`src/rtl/data_mem_responder.sv`:
```
// Stallable data-memory target: accepts one load/store per request handshake, waits LATENCY
// cycles, then presents a response that is held until the requester takes it.
module data_mem_responder #(
  parameter int DEPTH_WORDS = 64,
  parameter int LATENCY     = 2
) (
  input  logic        clk,
  input  logic        reset,
  input  logic        req_valid,
  output logic        req_ready,
  input  logic        req_write,
  input  logic [31:0] req_addr,
  input  logic [31:0] req_wdata,
  input  logic [3:0]  req_wstrb,
  output logic        rsp_valid,
  input  logic        rsp_ready,
  output logic [31:0] rsp_rdata,
  output logic        rsp_err
);
  // Request handshake: a request transfers at a rising edge where req_valid and req_ready are
  // both high; a response transfers at a rising edge where rsp_valid and rsp_ready are both high.
  localparam int         AW  = $clog2(DEPTH_WORDS);
  localparam logic [3:0] LAT = 4'(LATENCY);

  typedef enum logic [1:0] {IDLE, WAIT, RESP} state_t;

  state_t      state, state_next;
  logic [3:0]  cnt;
  logic        lat_write;
  logic [31:0] lat_addr;
  logic [31:0] lat_wdata;
  logic [3:0]  lat_wstrb;
  logic [31:0] mem [DEPTH_WORDS];

  logic          accept;
  logic          exec;
  logic          a_write;
  logic [31:0]   a_addr;
  logic [31:0]   a_wdata;
  logic [3:0]    a_wstrb;
  logic          a_err;
  logic [AW-1:0] a_idx;

  always_comb begin
    state_next = state;
    req_ready  = 1'b0;
    rsp_valid  = 1'b0;
    accept     = 1'b0;
    exec       = 1'b0;
    case (state)
      IDLE: begin
        req_ready = 1'b1;
        if (req_valid) begin
          accept = 1'b1;
          if (LATENCY == 0) begin
            exec       = 1'b1;
            state_next = RESP;
          end else begin
            state_next = WAIT;
          end
        end
      end
      WAIT: begin
        if (cnt == LAT) begin
          exec       = 1'b1;
          state_next = RESP;
        end
      end
      RESP: begin
        rsp_valid = 1'b1;
        if (rsp_ready) state_next = IDLE;
      end
      default: state_next = IDLE;
    endcase
  end

  // With zero latency the access executes on the accept edge, so it must use the live request.
  always_comb begin
    a_write = (state == IDLE) ? req_write : lat_write;
    a_addr  = (state == IDLE) ? req_addr  : lat_addr;
    a_wdata = (state == IDLE) ? req_wdata : lat_wdata;
    a_wstrb = (state == IDLE) ? req_wstrb : lat_wstrb;
    a_idx   = a_addr[AW+1:2];
    a_err   = (a_addr[1:0] != 2'b00) || (|a_addr[31:AW+2]);
  end

  always_ff @(posedge clk) begin
    if (reset) state <= IDLE;
    else       state <= state_next;
  end

  always_ff @(posedge clk) begin
    if (reset) begin
      cnt       <= '0;
      lat_write <= 1'b0;
      lat_addr  <= '0;
      lat_wdata <= '0;
      lat_wstrb <= '0;
      rsp_rdata <= '0;
      rsp_err   <= 1'b0;
    end else begin
      if (accept) begin
        lat_write <= req_write;
        lat_addr  <= req_addr;
        lat_wdata <= req_wdata;
        lat_wstrb <= req_wstrb;
        cnt       <= (LATENCY == 0) ? 4'd0 : 4'd1;
      end else if (state == WAIT) begin
        cnt <= exec ? 4'd0 : cnt + 4'd1;
      end
      if (exec) begin
        rsp_rdata <= (a_write || a_err) ? 32'h0 : mem[a_idx];
        rsp_err   <= a_err;
      end else if (state == RESP && rsp_ready) begin
        rsp_rdata <= '0;
        rsp_err   <= 1'b0;
      end
    end
  end

  always_ff @(posedge clk) begin
    if (reset) begin
      for (int i = 0; i < DEPTH_WORDS; i++) mem[i] <= '0;
    end else if (exec && a_write && !a_err) begin
      for (int i = 0; i < 4; i++) begin
        if (a_wstrb[i]) mem[a_idx][8*i +: 8] <= a_wdata[8*i +: 8];
      end
    end
  end
endmodule

```
`config.mk`:
```
export PLATFORM = sky130hd
export DESIGN_NAME = data_mem_responder
export DESIGN_NICKNAME = d
export VERILOG_FILES = /design/src/rtl/data_mem_responder.sv
export SDC_FILE = /design/constraint.sdc
export NUM_CORES = 2
export LEC_CHECK = 0
export CAP_MARGIN = 20
export CORE_UTILIZATION = 37
export DETAILED_ROUTE_END_ITERATION = 8
export PLACE_DENSITY = 0.57
export SLEW_MARGIN = 30
export SYNTH_ARGS = -nofsm -noshare
export SYNTH_HDL_FRONTEND = slang
export SYNTH_SLANG_ARGS = --single-unit
```
`constraint.sdc`:
```
create_clock -name clk -period 3.75 [get_ports clk]
set_input_delay 0.5625 -clock clk [delete_from_list [all_inputs] [get_ports clk]]
set_output_delay 0.5625 -clock clk [all_outputs]
set_load 0.02 [all_outputs]
```
==> run_results.csv <==
group,metric,value,unit
run_status,status,"complete, no violations",
route,via_per_inst,5.774,
sta,fmax,272.7,MHz
synth,muxShareOfSynthArea,0.007480,
route,firstDrtPassIters,7,
placed_design,io_buffer_count,107,
synth,synth-compound-area-share,0.08666,
die,rows,181,
route,drt_iter0_drc,9442,
critical_path,r2r_setup_slack,80,ps
job,drv_cap,0,
final_layout,final_nets,8890,
synth,yosysMostFrequentCell,"nor2_1",
critical_path,crit_fanout,17,
pwr,vdd_ir_drop_max,0.3902,mV
critical_path,cp.required,4350,ps
critical_path,critical_path_arrival,4260,ps
pwr,power_per_cell_area,493.8,nW/um^2
critical_path,end_kind,"flop",
synth,yosysTopAreaCellShare,0.6784,
sta,whs,102.4,ps
clocking,cts_made_buffers,225,
synth,synthAdderAreaFrac,0.0002760,
route,routedWlPerCell,27.73,um
synth,yosys_warnings,0,
route,dr_total_vias,70590,
sta,slew_violations,0,
die,fp.dieH,497.0,um
placed_design,place_area,106800,um^2
synth,syn_avg_cell_area,11.47,um^2
clocking,cts_tree,"done",
synth,netlist_area,90660,um^2
final_layout,finalNonFillerCells,12230,
global_routing,grt_max_degree,170,
final_layout,fin_util,0.4696,
placed_design,routabilityCongestion,0.9320,
clocking,h-tree-depth,4,
sta,fin_crit_sh,0.9781,
final_layout,stdcell_area,114300,um^2
final_layout,seqCellArea,63660,um^2
sta,period_needed,3668,ps
sta,slew_headroom,0.3117,
synth,synth_edf_count,2048,
min_path,whs_path_depth,2,
clocking,post_cts_buffers,0,
sta,fin_ws,82.29,ps
global_routing,grt_first_pass_wirelength,481400,um
die,pin_count,108,
route,wl,339100,um
synth,synth_area_leaders,"edfxtp_1 (68%), nor2_1 (9.2%), nand2_1 (4.4%), o22ai_1 (3.6%), dfxtp_1 (2.4%)",
die,initial_utilization,0.3724,
synth,synth_top_family_by_area,"simple AND/OR/NAND/NOR gates",
min_path,hold_path.class,"input port to flop",
placed_design,placed_cells,11790,
clocking,cts-root-buf,"clkbuf_16",
synth,synth_cell_types,69,
synth,synth-simple-area-share,0.1771,
pwr,leakage,40.99,nW
critical_path,setup.worst_path.start,"state[1]",
clocking,cts_buffer_depth,3,
global_routing,antenna_found_initial,27,
synth,synthXorXnorAreaFrac,0.00009661,
global_routing,grt_overflow,0,
critical_path,worstSetupStartpointType,"flop",
final_layout,nFillCells,21690,
synth,yosys.area.top_type,"edfxtp_1",
global_routing,grt_pass1_vias,67690,
sta,clock_skew,69.02,ps
final_layout,drive_gt1_frac,0.1738,
critical_path,rr_worst_depth,11,
critical_path,reg2reg_from,"state[1]",
sta,setup-violations-final,0,
placed_design,place_ws,-261.0,ps
critical_path,endpoint,"mem[20][21]",
clocking,clkSinkCount,2156,
sta,hold_violations,0,
synth,seq_area_frac_synth,0.7022,
final_layout,multi_input_area,25280,um^2
synth,synth_nets,7976,
die,die_area,247000,um^2
critical_path,crit_type,"flop to flop",
sta,grt_setup_unrepaired,"no",
synth,syn-instance-count,7901,
clocking,clkLatencyLatePin,900,ps
synth,synth_top_flop_cell,"edfxtp_1",
die,fp.coreArea,243500,um^2
final_layout,area_delta_synth_final,26.09,%
global_routing,track_usage,0.2681,
route,drcViolationCount,0,
clocking,clkTransAtPathRegs,60,ps
die,dieWidth,497.0,um
synth,async_flop_share,0,
synth,ys_ff_latch,2156,
critical_path,reg2reg_to,"mem[20][21]",
synth,synthTopCellsByCount,"nor2_1 (2230), edfxtp_1 (2048), nand2_1 (1051)",
placed_design,hpwlAfterDp,232300,um
route,ant_nets,0,
sta,worst_pin_slew,1029,ps
## layout make-up
type,count,area share
multi-input cells,5168,0.2211
well taps,3202,0.03505
diodes,15,0.0003284
inverters,4,0.0001751
flip-flops and latches,2156,0.5569
clock buffers,316,0.05497
clock inverters,105,0.009709
repair buffers,1260,0.1218
## cell usage in the layout (no fill, tap or decap), types with 9 or more instances in the layout
master           count
a21oi_1            129
a22o_1              15
a22oi_1             11
a31oi_1            165
a32o_1              21
a32oi_1              9
and3_1              23
buf_12             333
buf_4              819
bufinv_16           17
clkbuf_1            61
clkbuf_16          226
clkbuf_8            29
clkdlybuf4s50_1    106
clkinv_1            32
clkinv_2            37
dfxtp_1            108
diode_2             15
edfxtp_1          2048
mux2i_1             27
mux2i_4             34
nand2_1           1042
nand2b_1           262
nand3_1            156
nor2_1            2225
nor3_1             100
nor4_1              57
o21ai_0             42
o221ai_1            96
o22a_1              63
o22ai_1            524
o31ai_1             25
## layer usage
layer | vias to the layer above | GRT usage | share of wire
met5 | - | 0 | 0.00026
met4 | 12 | 0.1256 | 0.052
met3 | 719 | 0.04871 | 0.11
met2 | 4217 | 0.4253 | 0.46
met1 | 35310 | 0.3562 | 0.38
li1 | 30330 | - | -
## sequential cells by signal, indices dropped and copies added, names as in the netlist
name       count
rsp_rdata     32
lat_write      1
rsp_err        1
state          2
lat_wdata     32
mem         2048
lat_wstrb      4
lat_addr      32
cnt            4
## report_power, final
| group | internal (mW) | switching, mW | leakage [nW] |
|---|---|---|---|
| clock | 12.8 | 9.77 | 3.62 |
| sequential | 27.0 | 0.302 | 22.1 |
| combinational | 2.21 | 4.28 | 15.3 |
| total | 42.1 | 14.4 | 41.0 |
## critical path: stages, from the launching register on
cell      delay, ps
dfxtp_1         310
or2_1           280
inv_6           270
buf_4           400
a21oi_1         130
or2_2           520
nor2_1          600
buf_4           350
nand2_1         100
buf_4           140
nand2b_1        110
buf_12          130
## worst min-delay path by stage
stage	start	slack (ps)	endpoint
finish	reset	100	state[1]
global route	reset	120	state[1]
CTS	reset	80	state[1]
detailed placement	lat_addr[13]	450	lat_addr[13]
global placement	lat_write	440	lat_write
floorplan	lat_wdata[0]	440	lat_wdata[0]
## logic make-up after synthesis
group / after synthesis
adder cells (fa/ha/maj): 2
AND/OR/NAND/NOR: 3925
buffers and inverters: 577
flip-flops: 2156
AO/OA/AOI/OAI: 1173
multiplexers: 67
XOR/XNOR: 1
## metrics by stage
stage	total power, mW	TNS [ps]
global route	57.72	0
CTS	56.47	0
detailed placement	34.19	-24360
global placement	34.13	-41750
floorplan	30.44	0
finish	56.45	0
## timing repair
| item | CTS | global route |
|---|---|---|
| hold endpoints to repair | 0 | 0 |
| setup endpoints to repair | 0 | 25 |
| hold buffers | 0 | 0 |
| gates resized for setup | 0 | 2 |
No activity file was read; power rests on OpenSTA's default activity.
